===== config.mk =====
export PLATFORM = sky130hd
export DESIGN_NAME = ps2_keyboard_decoder
export DESIGN_NICKNAME = d
export VERILOG_FILES = /design/src/rtl/ps2_keyboard_decoder_pkg.sv /design/src/rtl/ps2_scancode_map.sv /design/src/rtl/ps2_keyboard_decoder.sv
export SDC_FILE = /design/constraint.sdc
export NUM_CORES = 1
export LEC_CHECK = 0
export ABC_AREA = 1
export BUFFER_PORTS_ARGS = -buffer_cell sky130_fd_sc_hd__clkbuf_2
export CORE_MARGIN = 4
export CORE_UTILIZATION = 55
export CTS_BUF_LIST = sky130_fd_sc_hd__clkbuf_16
export DETAILED_ROUTE_END_ITERATION = 8
export HOLD_SLACK_MARGIN = 0.05
export PLACE_DENSITY = 0.72
export SKIP_CTS_REPAIR_TIMING = 1
export SYNTH_ARGS = -nofsm -noshare
export SYNTH_HDL_FRONTEND = slang
export SYNTH_SLANG_ARGS = --single-unit

===== constraint.sdc =====
create_clock -name clk -period 2.6 [get_ports clk]
set_input_delay 0.13 -clock clk [delete_from_list [all_inputs] [get_ports clk]]
set_output_delay 0.13 -clock clk [all_outputs]
set_load 0.05 [all_outputs]

===== src/rtl/ps2_keyboard_decoder_pkg.sv =====
// Shared types and Hack keyboard constants for the PS/2 keyboard decoder.
// Optional shift tracking is enabled by defining PS2_SHIFT_TRACK_EN.
package ps2_keyboard_decoder_pkg;

    typedef enum logic [1:0] {ST_IDLE, ST_DATA, ST_PARITY, ST_STOP} frame_state_e;

    localparam logic [7:0] PS2_PREFIX_EXT   = 8'hE0;
    localparam logic [7:0] PS2_PREFIX_BREAK = 8'hF0;
    localparam logic [7:0] PS2_LSHIFT       = 8'h12;
    localparam logic [7:0] PS2_RSHIFT       = 8'h59;

    localparam logic [7:0] HACK_KEY_NEWLINE   = 8'd128, HACK_KEY_BACKSPACE = 8'd129;
    localparam logic [7:0] HACK_KEY_LEFT      = 8'd130, HACK_KEY_UP        = 8'd131;
    localparam logic [7:0] HACK_KEY_RIGHT     = 8'd132, HACK_KEY_DOWN      = 8'd133;
    localparam logic [7:0] HACK_KEY_HOME      = 8'd134, HACK_KEY_END       = 8'd135;
    localparam logic [7:0] HACK_KEY_PGUP      = 8'd136, HACK_KEY_PGDN      = 8'd137;
    localparam logic [7:0] HACK_KEY_INSERT    = 8'd138, HACK_KEY_DELETE    = 8'd139;
    localparam logic [7:0] HACK_KEY_ESC       = 8'd140, HACK_KEY_F1        = 8'd141;
    localparam logic [7:0] HACK_KEY_F12       = 8'd152;

`ifdef PS2_SHIFT_TRACK_EN
    localparam bit SHIFT_TRACK_EN = 1'b1;
`else
    localparam bit SHIFT_TRACK_EN = 1'b0;
`endif

endpackage


===== src/rtl/ps2_scancode_map.sv =====
// Combinational PS/2 set-2 make code -> Hack keycode lookup; 0 means unmapped.
// Lower-case letters for shift=0 only when PS2_SHIFT_TRACK_EN is defined.
module ps2_scancode_map
    import ps2_keyboard_decoder_pkg::*;
(
    input  logic       ext,
    input  logic       shift,
    input  logic [7:0] scan,
    output logic [7:0] code
);

    logic [7:0] letter;

    // NOTE: every output of a combinational block gets a default first, so no path can infer a latch.
    always_comb begin
        code   = 8'd0;
        letter = 8'd0;
        if (ext) begin
            case (scan)
                8'h6B: code = HACK_KEY_LEFT;    8'h75: code = HACK_KEY_UP;
                8'h74: code = HACK_KEY_RIGHT;   8'h72: code = HACK_KEY_DOWN;
                8'h6C: code = HACK_KEY_HOME;    8'h69: code = HACK_KEY_END;
                8'h7D: code = HACK_KEY_PGUP;    8'h7A: code = HACK_KEY_PGDN;
                8'h70: code = HACK_KEY_INSERT;  8'h71: code = HACK_KEY_DELETE;
                default: code = 8'd0;
            endcase
        end else begin
            case (scan)
                8'h1C: letter = "A"; 8'h32: letter = "B"; 8'h21: letter = "C"; 8'h23: letter = "D";
                8'h24: letter = "E"; 8'h2B: letter = "F"; 8'h34: letter = "G"; 8'h33: letter = "H";
                8'h43: letter = "I"; 8'h3B: letter = "J"; 8'h42: letter = "K"; 8'h4B: letter = "L";
                8'h3A: letter = "M"; 8'h31: letter = "N"; 8'h44: letter = "O"; 8'h4D: letter = "P";
                8'h15: letter = "Q"; 8'h2D: letter = "R"; 8'h1B: letter = "S"; 8'h2C: letter = "T";
                8'h3C: letter = "U"; 8'h2A: letter = "V"; 8'h1D: letter = "W"; 8'h22: letter = "X";
                8'h35: letter = "Y"; 8'h1A: letter = "Z";
                8'h45: code = "0"; 8'h16: code = "1"; 8'h1E: code = "2"; 8'h26: code = "3";
                8'h25: code = "4"; 8'h2E: code = "5"; 8'h36: code = "6"; 8'h3D: code = "7";
                8'h3E: code = "8"; 8'h46: code = "9"; 8'h29: code = " ";
                8'h5A: code = HACK_KEY_NEWLINE; 8'h66: code = HACK_KEY_BACKSPACE;
                8'h76: code = HACK_KEY_ESC;
                8'h05: code = HACK_KEY_F1;          8'h06: code = HACK_KEY_F1 + 8'd1;
                8'h04: code = HACK_KEY_F1 + 8'd2;   8'h0C: code = HACK_KEY_F1 + 8'd3;
                8'h03: code = HACK_KEY_F1 + 8'd4;   8'h0B: code = HACK_KEY_F1 + 8'd5;
                8'h83: code = HACK_KEY_F1 + 8'd6;   8'h0A: code = HACK_KEY_F1 + 8'd7;
                8'h01: code = HACK_KEY_F1 + 8'd8;   8'h09: code = HACK_KEY_F1 + 8'd9;
                8'h78: code = HACK_KEY_F1 + 8'd10;  8'h07: code = HACK_KEY_F12;
                default: code = 8'd0;
            endcase
            if (letter != 8'd0) begin
                code = (SHIFT_TRACK_EN && !shift) ? letter + 8'd32 : letter;
            end
        end
    end

endmodule


===== src/rtl/ps2_keyboard_decoder.sv =====
// PS/2 keyboard receiver: sync + glitch filter, 11-bit frame FSM, prefix handling, Hack keycode register.
// Define PS2_SHIFT_TRACK_EN to track shift keys and report lower-case letters when unshifted.
module ps2_keyboard_decoder
    import ps2_keyboard_decoder_pkg::*;
#(
    parameter int FILTER_LEN     = 4,
    parameter int TIMEOUT_CYCLES = 20000
) (
    input  logic       clk,
    input  logic       reset,
    input  logic       ps2_clk,
    input  logic       ps2_data,
    output logic [7:0] keycode,
    output logic       frame_valid,
    output logic       frame_error
);

    localparam int FLT_W = $clog2(FILTER_LEN + 1);
    localparam int TO_W  = $clog2(TIMEOUT_CYCLES);

    logic [1:0]       clk_sync_q, clk_sync_d, data_sync_q, data_sync_d;
    logic             flt_clk_q, flt_clk_d;
    logic [FLT_W-1:0] flt_cnt_q, flt_cnt_d;
    frame_state_e     state_q, state_d;
    logic [2:0]       bit_cnt_q, bit_cnt_d;
    logic [7:0]       shreg_q, shreg_d, rx_byte_q, rx_byte_d;
    logic             parity_q, parity_d;
    logic [TO_W-1:0]  to_cnt_q, to_cnt_d;
    logic             frame_valid_q, frame_valid_d, frame_error_q, frame_error_d;
    logic             ext_q, ext_d, brk_q, brk_d, shift_q, shift_d;
    logic [7:0]       keycode_q, keycode_d, map_code;
    logic             strobe, bit_in, release_hit;

    ps2_scancode_map u_map (.ext(ext_q), .shift(shift_q), .scan(rx_byte_q), .code(map_code));

`ifdef PS2_SHIFT_TRACK_EN
    logic [7:0] map_code_alt;
    ps2_scancode_map u_map_alt (.ext(ext_q), .shift(~shift_q), .scan(rx_byte_q), .code(map_code_alt));
    // A released letter may have been pressed under the other shift state.
    assign release_hit = (map_code == keycode_q) || (map_code_alt == keycode_q);
`else
    assign release_hit = (map_code == keycode_q);
`endif

    always_comb begin
        clk_sync_d  = {clk_sync_q[0], ps2_clk};
        data_sync_d = {data_sync_q[0], ps2_data};
        flt_clk_d   = flt_clk_q;
        flt_cnt_d   = '0;
        if (clk_sync_q[1] != flt_clk_q) begin
            if (flt_cnt_q == FLT_W'(FILTER_LEN - 1)) begin
                flt_clk_d = clk_sync_q[1];
            end else begin
                flt_cnt_d = flt_cnt_q + FLT_W'(1);
            end
        end
    end

    assign strobe = flt_clk_q & ~flt_clk_d;
    assign bit_in = data_sync_q[1];

    always_comb begin
        state_d       = state_q;
        bit_cnt_d     = bit_cnt_q;
        shreg_d       = shreg_q;
        parity_d      = parity_q;
        rx_byte_d     = rx_byte_q;
        frame_valid_d = 1'b0;
        frame_error_d = 1'b0;
        to_cnt_d      = (state_q == ST_IDLE || strobe) ? '0 : to_cnt_q + TO_W'(1);
        case (state_q)
            ST_IDLE: if (strobe) begin
                if (!bit_in) begin
                    state_d   = ST_DATA;
                    bit_cnt_d = 3'd0;
                end else begin
                    frame_error_d = 1'b1;
                end
            end
            ST_DATA: if (strobe) begin
                shreg_d   = {bit_in, shreg_q[7:1]};
                bit_cnt_d = bit_cnt_q + 3'd1;
                if (bit_cnt_q == 3'd7) state_d = ST_PARITY;
            end
            ST_PARITY: if (strobe) begin
                parity_d = bit_in;
                state_d  = ST_STOP;
            end
            ST_STOP: if (strobe) begin
                state_d = ST_IDLE;
                if (bit_in && (^{shreg_q, parity_q})) begin
                    frame_valid_d = 1'b1;
                    rx_byte_d     = shreg_q;
                end else begin
                    frame_error_d = 1'b1;
                end
            end
            default: state_d = ST_IDLE;
        endcase
        if (state_q != ST_IDLE && !strobe && to_cnt_q == TO_W'(TIMEOUT_CYCLES - 1)) begin
            state_d       = ST_IDLE;
            frame_error_d = 1'b1;
            to_cnt_d      = '0;
        end
    end

    // Byte interpretation runs in the cycle frame_valid is high; keycode lands one cycle later.
    always_comb begin
        ext_d     = ext_q;
        brk_d     = brk_q;
        shift_d   = shift_q;
        keycode_d = keycode_q;
        if (frame_error_q) begin
            ext_d = 1'b0;
            brk_d = 1'b0;
        end else if (frame_valid_q) begin
            if (rx_byte_q == PS2_PREFIX_EXT) begin
                ext_d = 1'b1;
            end else if (rx_byte_q == PS2_PREFIX_BREAK) begin
                brk_d = 1'b1;
`ifdef PS2_SHIFT_TRACK_EN
            end else if (rx_byte_q == PS2_LSHIFT || rx_byte_q == PS2_RSHIFT) begin
                shift_d = ~brk_q;
                ext_d   = 1'b0;
                brk_d   = 1'b0;
`endif
            end else begin
                if (!brk_q && map_code != 8'd0) keycode_d = map_code;
                else if (brk_q && release_hit)  keycode_d = 8'd0;
                ext_d = 1'b0;
                brk_d = 1'b0;
            end
        end
    end

    // NOTE: state registers use non-blocking assignments so every flop samples pre-edge values.
    always_ff @(posedge clk) begin
        if (reset) begin
            clk_sync_q    <= 2'b11;
            data_sync_q   <= 2'b11;
            flt_clk_q     <= 1'b1;
            flt_cnt_q     <= '0;
            state_q       <= ST_IDLE;
            bit_cnt_q     <= 3'd0;
            shreg_q       <= 8'd0;
            parity_q      <= 1'b0;
            rx_byte_q     <= 8'd0;
            to_cnt_q      <= '0;
            frame_valid_q <= 1'b0;
            frame_error_q <= 1'b0;
            ext_q         <= 1'b0;
            brk_q         <= 1'b0;
            shift_q       <= 1'b0;
            keycode_q     <= 8'd0;
        end else begin
            clk_sync_q    <= clk_sync_d;
            data_sync_q   <= data_sync_d;
            flt_clk_q     <= flt_clk_d;
            flt_cnt_q     <= flt_cnt_d;
            state_q       <= state_d;
            bit_cnt_q     <= bit_cnt_d;
            shreg_q       <= shreg_d;
            parity_q      <= parity_d;
            rx_byte_q     <= rx_byte_d;
            to_cnt_q      <= to_cnt_d;
            frame_valid_q <= frame_valid_d;
            frame_error_q <= frame_error_d;
            ext_q         <= ext_d;
            brk_q         <= brk_d;
            shift_q       <= shift_d;
            keycode_q     <= keycode_d;
        end
    end

    assign keycode     = keycode_q;
    assign frame_valid = frame_valid_q;
    assign frame_error = frame_error_q;

endmodule


==> results by group, run 1 <==
Layout
  – Fin area: ~0.0042 mm^2
  – Fraction of layout cells with a size suffix above 1: ~13%
  – Fin nets: 621
  – Commonest cells after routing, fill and taps aside: nand2_1, nor2_1, nand3_1, inv_1, dfxtp_1
  – # diodes: 0
  – Final core utilization: 65.01%
  – Finished Layout Cells: 690
  – Most common cell after layout, fill and taps aside: nand2_1
  – Synthesis-to-layout area growth: 13.82%

Route
  – Drt total wl: roughly 9.5 mm
  – DRC violation count after routing: 0
  – Vias per cell: approximately 5.5
  – Initial DRC Count: 263
  – TritonRoute pass-1 iters: 5
  – Antenna viol nets, final: 0
  – Vias after detailed routing: 3811
  – Routed length per instance: 13.79 um

GRT
  – Vias in the first global route: 3644
  – Global-route wire length before repair: between 15 and 20 mm
  – Remaining Overflow, GRT: 0
  – Initial antenna violation count: 0
  – Total track usage: between 20% and 30%
  – Largest net degree at the start of global routing: 27

Run status
  – Outcome: complete, no violations

CTS
  – Clk sink count: 57
  – Depth of the CTS H-tree: 3
  – Clock Tree Buf Depth: 2
  – Clk_lat worst skew: 320 ps
  – CTS tree: built
  – Total CTS buffers: 9
  – Reg clk slew, reported paths: 50 ps
  – Root buffer cell: clkbuf_16

Synthesis
  – Post-synthesis cell count: 589
  – Mapped Nets: 602
  – Unique masters post-synth: 35
  – Syn avg cell area: 6.192 um^2
  – Register area share after synthesis: 31.29%
  – Warnings from Yosys: 0
  – Synth Register Bits: 57
  – Syn Std Cell Area: 0.003647 mm^2

Min path
  – Worst Hold Class: in -> reg

Worst setup path
  – CP Max Fanout: 8
  – Most used cell, CP: nand3_1
  – Req. time, crit path: 2800 ps
  – Crit path capture type: register
  – Startpoint types: register
  – Worst path max stage delay: 440 ps
  – WP data arrival: 2580 ps
  – Slowest stage cell on the critical path: dfxtp_1
  – Critical-path cell list: nand2_1 > inv_2 > nand2_1 > nor2_1 > nand2_1 > nand3_1 > nor2_1 > nand3_1 > nand3_1 > nand2_1 > nand3_1 > nor2_1 > nand3_2 > nand3_1 > a21oi_1
  – Critical path type: reg -> reg

STA
  – Period utilization: slightly above 90%
  – Clock skew: 6.823 ps
  – Endpoints failing hold: 0
  – Slew headroom: 66.86%
  – Hold Slack: 196.9 ps
  – Max Clk Rate: 419.8 MHz
  – Minimum clock period: 2382 ps
  – Final setup fails: 0
  – Final Max Slew Viols: 0
  – Worst slew pin tran: between 400 and 500 ps

Die
  – Core box area: 0.006386 mm^2
  – Die height: 89.44 um
  – Num rows: 29
  – IO Pins: 14
  – Die Span X: about 89 um
  – Starting Density: 57.11%
  – Die area: 0.007999 mm^2

Place
  – DP Area: 0.003781 mm^2
  – DP Wirelength: 7.149 mm
  – Placed Cells: 672
  – # port buffers: 13
  – Placer Congestion: 1.056

Power and ir drop
  – Max IR drop VDD: 0.5000 mV
  – Overall Power: 2.122 mW
  – Pwr per Cell Area: 511.0 mW/mm^2
  – Leakage Power: 1.891 nW

Run
  – Max-Cap Viols: 0
## layer usage
layer / track usage (%) / wire length [um]
met5: 0 / 0
met4: 8.390 / 201
met3: 5.253 / 430
met2: 46.35 / 4749
met1: 32.40 / 4134
## where the power goes
part	internal (mW)	switching [mW]	total (mW)	leakage (nW)
Combinational	0.00890	0.0148	0.0237	1.27
Clock	0.828	0.390	1.22	0.158
Sequential	0.878	0.00151	0.880	0.463
Total	1.71	0.407	2.12	1.89
## path summary, 6_finish.rpt
| kind | startpoint | to | slack (ps) | cells past startpoint |
|---|---|---|---|---|
| setup reg to reg | rx_byte_q[0]$_SDFFE_PP0P_ | keycode[3]$_SDFFE_PP0P_ | 220 | 15 |
| setup / recovery | rx_byte_q[0]$_SDFFE_PP0P_ | keycode[3]$_SDFFE_PP0P_ | 220 | 15 |
| hold / removal | reset | flt_clk_q$_SDFF_PP1_ | 200 | 3 |
| hold reg to reg | data_sync_q[0]$_SDFF_PP1_ | data_sync_q[1]$_SDFF_PP1_ | 410 | 1 |
## state kept, by name, summed over array words and instances (netlist names), 3 cells and up
register and count:
keycode 8, bit_cnt_q 3, flt_cnt_q 3, rx_byte_q 8, to_cnt_q 15, shreg_q 8
## kinds of logic after synthesis
logic type | share of synthesized area [%]
AND/OR/NAND/NOR | 43.33
flip-flops | 31.29
buffers and inverters | 8.165
adder cells (fa/ha/maj) | 3.088
AO/OA/AOI/OAI | 11.25
XOR/XNOR | 2.882
## cell type report
type / instances / area [um^2]
clock inverter: 7 / 86.33
clock buffer: 9 / 225.2
sequential: 57 / 1147
timing repair buffer: 19 / 115.1
inverter: 64 / 240.2
fill: 609 / 2235
tap: 77 / 96.34
multi-input combinational: 457 / 2241
## metrics by stage
step / TNS, ps / worst slack (ps)
2_1_floorplan: 0 / 654.8
3_3_place_gp: 0 / 201.5
3_5_place_dp: 0 / 188.0
4_1_cts: 0 / 189.6
5_1_grt: -11.62 / -10.83
6_report: 0 / 217.8
## synthesized netlist by cell type (all sizes together)
cell / number / area [um^2]
or2: 8 / 50.05
and3: 1 / 6.260
o21bai: 1 / 7.510
o21ai: 26 / 133.9
nand2: 159 / 609.3
a31oi: 1 / 6.260
nand3b: 3 / 22.52
nor2: 100 / 410.4
nand3: 58 / 300.3
a211oi: 3 / 22.52
nor4: 1 / 6.260
ha: 9 / 112.6
inv: 64 / 240.2
o21a: 2 / 15.01
a21oi: 39 / 195.2
xnor2: 7 / 61.31
dfxtp: 57 / 1141
clkbuf: 7 / 26.28
xor2: 5 / 43.79
nand4: 12 / 75.07
nor3b: 4 / 30.03
o211ai: 2 / 15.01
buf: 4 / 31.27
nor3: 14 / 70.07
a22oi: 2 / 15.01
## worst max-delay path, delay by kind of cell (launching register included)
family	cells	cell delay, ps
and+or+nand+nor	13	1670
DFF	1	440
buffers and inverters	1	100
AOI/OAI and AO/OA	1	70
No activity file was read; power rests on OpenSTA's default activity.
==> run 2, diff against run 1 <==
--- a/config.mk
+++ b/config.mk
@@ -5,8 +5,8 @@
 export SDC_FILE = /design/constraint.sdc
 export NUM_CORES = 1
 export LEC_CHECK = 0
-export ABC_AREA = 1
 export BUFFER_PORTS_ARGS = -buffer_cell sky130_fd_sc_hd__clkbuf_2
+export CORE_ASPECT_RATIO = 2
 export CORE_MARGIN = 4
 export CORE_UTILIZATION = 55
 export CTS_BUF_LIST = sky130_fd_sc_hd__clkbuf_16
@@ -14,6 +14,7 @@
 export HOLD_SLACK_MARGIN = 0.05
 export PLACE_DENSITY = 0.72
 export SKIP_CTS_REPAIR_TIMING = 1
+export SLEW_MARGIN = 20
 export SYNTH_ARGS = -nofsm -noshare
 export SYNTH_HDL_FRONTEND = slang
 export SYNTH_SLANG_ARGS = --single-unit
==> run 2 against run 1 <==
The run now ends with setup timing left. Highest routed layer unchanged. Die area grew 4.8%. Worst setup slack lost 660 ps. Critical path type unchanged. Clock-buffer cell count unchanged. Synthesized cell count shrank 17%. Clock skew down 3.3 ps.
==> results by group, run 2 <==
Min path
  – Hold Startpoint: reset
  – Worst Hold Class: in -> reg

Worst setup path
  – Crit path capture type: register
  – Critical path type: reg -> reg
  – Critical Path End: keycode[1]$_SDFFE_PP0P_
  – FF-to-FF Start: rx_byte_q[7]$_SDFFE_PP0P_
  – Reg2reg end: keycode[1]$_SDFFE_PP0P_
  – Worst Reg-to-Reg Cells: 10 (-5)
  – Flop2flop setup slack: -450 ps (-660 ps)
  – Req. time, crit path: 2800 ps (about the same)
  – WP data arrival: 3240 ps (+660 ps)
  – Critical Path Source: rx_byte_q[7]$_SDFFE_PP0P_
  – Startpoint types: register
  – CP Max Fanout: 8 (unchanged)

GRT
  – Vias in the first global route: 4057 (+11%)
  – Largest net degree at the start of global routing: 41 (+52%)
  – Global-route wire length before repair: 19.61 mm (+18%)
  – Initial antenna violation count: 0 (unchanged)
  – Total track usage: 31.08% (+4.7 points)
  – Remaining Overflow, GRT: 0 (unchanged)

STA
  – Endpoints failing hold: 0 (unchanged)
  – Clock skew: 3.474 ps (-3.349 ps)
  – Final worst slack: -445.3 ps (-663.1 ps)
  – RSZ-0062 raised after global routing: yes
  – Minimum clock period: 3045 ps (+663.1 ps)
  – Slew headroom: 63.88% (-3.0 points)
  – Period utilization: 117.1% (+26 points)
  – Setup TNS: -3428 ps (-3428 ps)
  – Worst slew pin tran: 540.3 ps (+43.80 ps)
  – Max Clk Rate: 328.4 MHz (-22%)
  – Final setup fails: 8 (+8)
  – Final Max Slew Viols: 0 (unchanged)
  – Hold Slack: 140.4 ps (-56.48 ps)

Place
  – Placer Congestion: 0.9582 (-9.3%)
  – # port buffers: 13 (unchanged)
  – DP Wirelength: 9.400 mm (+31%)
  – Pre-CTS setup slack: -547.1 ps (-735.1 ps)

Layout
  – Final core utilization: 77.33% (+12 points)
  – Fraction of layout cells with a size suffix above 1: 31.30% (+19 points)
  – # diodes: 0 (unchanged)
  – Fin nets: 599 (-3.5%)
  – Max FFs per register: 15 (unchanged)
  – Largest Register: to_cnt_q
  – Synthesis-to-layout area growth: 35.87%
  – Commonest cells after routing, fill and taps aside: buf_4, nor2_1, dfxtp_1, nand2_1, a21oi_1
  – Most common cell after layout, fill and taps aside: buf_4
  – FILL cells: 512 (-16%)

Run status
  – Failing checks: setup timing
  – Outcome: finished, violations left

Synthesis
  – Yosys top cell by area: dfxtp_1
  – Synth async-reset ratio: 0% (unchanged)
  – Synth Register Bits: 57 (unchanged)
  – Register area share after synthesis: 30.04% (-1.2 points)
  – Top-count cell post-synth: nor2_1
  – Syn avg cell area: 7.784 um^2 (+26%)
  – Mapped Nets: 501 (-17%)
  – Yosys top cell area share: 30.04% (-1.2 points)
  – Post-synthesis cell count: 488 (-17%)
  – Warnings from Yosys: 0 (unchanged)
  – Commonest cells post-synth: nor2_1, dfxtp_1, nand2_1
  – Syn Std Cell Area: 0.003799 mm^2 (+4.2%)
  – Synth Flop Type: dfxtp_1
  – Unique masters post-synth: 64 (+83%)
  – Most area-consuming cells after synthesis: dfxtp_1, nor2_1, nand2_1, xnor2_1, a21oi_1
  – Number of flops mapped to enable cells by yosys: 0 (unchanged)

Run
  – Max-Cap Viols: 0 (unchanged)

CTS
  – Clk sink count: 57 (unchanged)
  – Clk_lat worst skew: 320 ps (about the same)
  – CTS tree: built
  – Clock Tree Buf Depth: 2 (unchanged)
  – Reg clk slew, reported paths: 50 ps (about the same)
  – Total CTS buffers: 9 (unchanged)
  – Root buffer cell: clkbuf_16
  – Depth of the CTS H-tree: 3 (unchanged)

Route
  – Vias per cell: 5.946 (+7.6%)
  – DRC violation count after routing: 0 (unchanged)
  – TritonRoute pass-1 iters: 5 (unchanged)
  – Routed length per instance: 18.47 um (+34%)
  – Initial DRC Count: 345 (+31%)
  – Vias after detailed routing: 4037 (+5.9%)
  – Antenna viol nets, final: 0 (unchanged)
  – Drt total wl: 12.54 mm (+32%)

Power and ir drop
  – Max IR drop VDD: 0.6559 mV (+31%)
  – Pwr per Cell Area: 388.9 mW/mm^2 (-24%)
  – Leakage Power: 2.066 nW (+9.2%)
  – Overall Power: 2.007 mW (-5.4%)

Die
  – Starting Density: 56.92% (-0.19 points)
  – Core box area: 0.006674 mm^2 (+4.5%)
  – Die Span X: 66.77 um (-25%)
  – IO Pins: 14 (unchanged)
  – Die height: 125.5 um (+40%)
  – Die area: 0.008381 mm^2 (+4.8%)
  – Num rows: 42 (+45%)
## run 2: worst min-delay path by stage
stage / endpoint / slack, ps / depth (start not counted)
2_1_floorplan: clk_sync_q[0]$_SDFF_PP1_ / 230 / 1
3_3_place_gp: data_sync_q[0]$_SDFF_PP1_ / 320 / 2
3_5_place_dp: clk_sync_q[0]$_SDFF_PP1_ / 320 / 2
4_1_cts: clk_sync_q[0]$_SDFF_PP1_ / -20 / 2
5_1_grt: state_q[1]$_SDFFE_PP0P_ / 170 / 3
6_report: state_q[1]$_SDFFE_PP0P_ / 140 / 3
## run 2: cell families after synthesis
group / count (synthesis) / share of synthesized area (%)
muxes: 14 / 3.689
adders and majority gates: 9 / 2.964
buffers and inverters: 47 / 5.567
AOI/OAI and AO/OA: 93 / 17.59
and+or+nand+nor: 236 / 32.77
DFF: 57 / 30.04
xor gates and xnor gates: 32 / 7.378
## run 2: area by class of cell
type,count,area (um^2),share of cell area (%)
multi-input combinational,384,2633,51.01
sequential,57,1161,22.50
timing repair buffer,121,920.9,17.84
clock buffer,9,225.2,4.364
tap,88,110.1,2.133
clock inverter,7,62.56,1.212
inverter,13,48.80,0.9455
## run 2: where the power goes
part | switching [mW] | total [mW] | internal, mW
clock | 0.378 | 1.11 | 0.729
sequential | 0.00235 | 0.877 | 0.875
combinational | 0.0130 | 0.0232 | 0.0102
## run 2: worst max-delay path, stage by stage, from the launching register on
cell	delay (ps)
dfxtp_2	380
or4b_4	610
o2bb2a_4	240
o21ai_4	190
nor4_4	70
a32oi_2	210
xor2_1	110
or4_4	550
a2111oi_4	300
buf_6	180
o22ai_1	80
## run 2: metal layers
layer / global-route usage [%] / routed length, um
met4: 28.86 / 1217
met5: 0 / 0
met1: 27.43 / 3990
met3: 5.117 / 540
met2: 55.68 / 6792
## run 2: metrics by stage
| step | cells | instance area (um^2) |
|---|---|---|
| after detailed placement | 651 | 4587 |
| after floorplan | 488 | 3886 |
| after CTS | 667 | 4875 |
| after global routing | 679 | 5161 |
| after global placement | 651 | 4587 |
| final | 679 | 5161 |
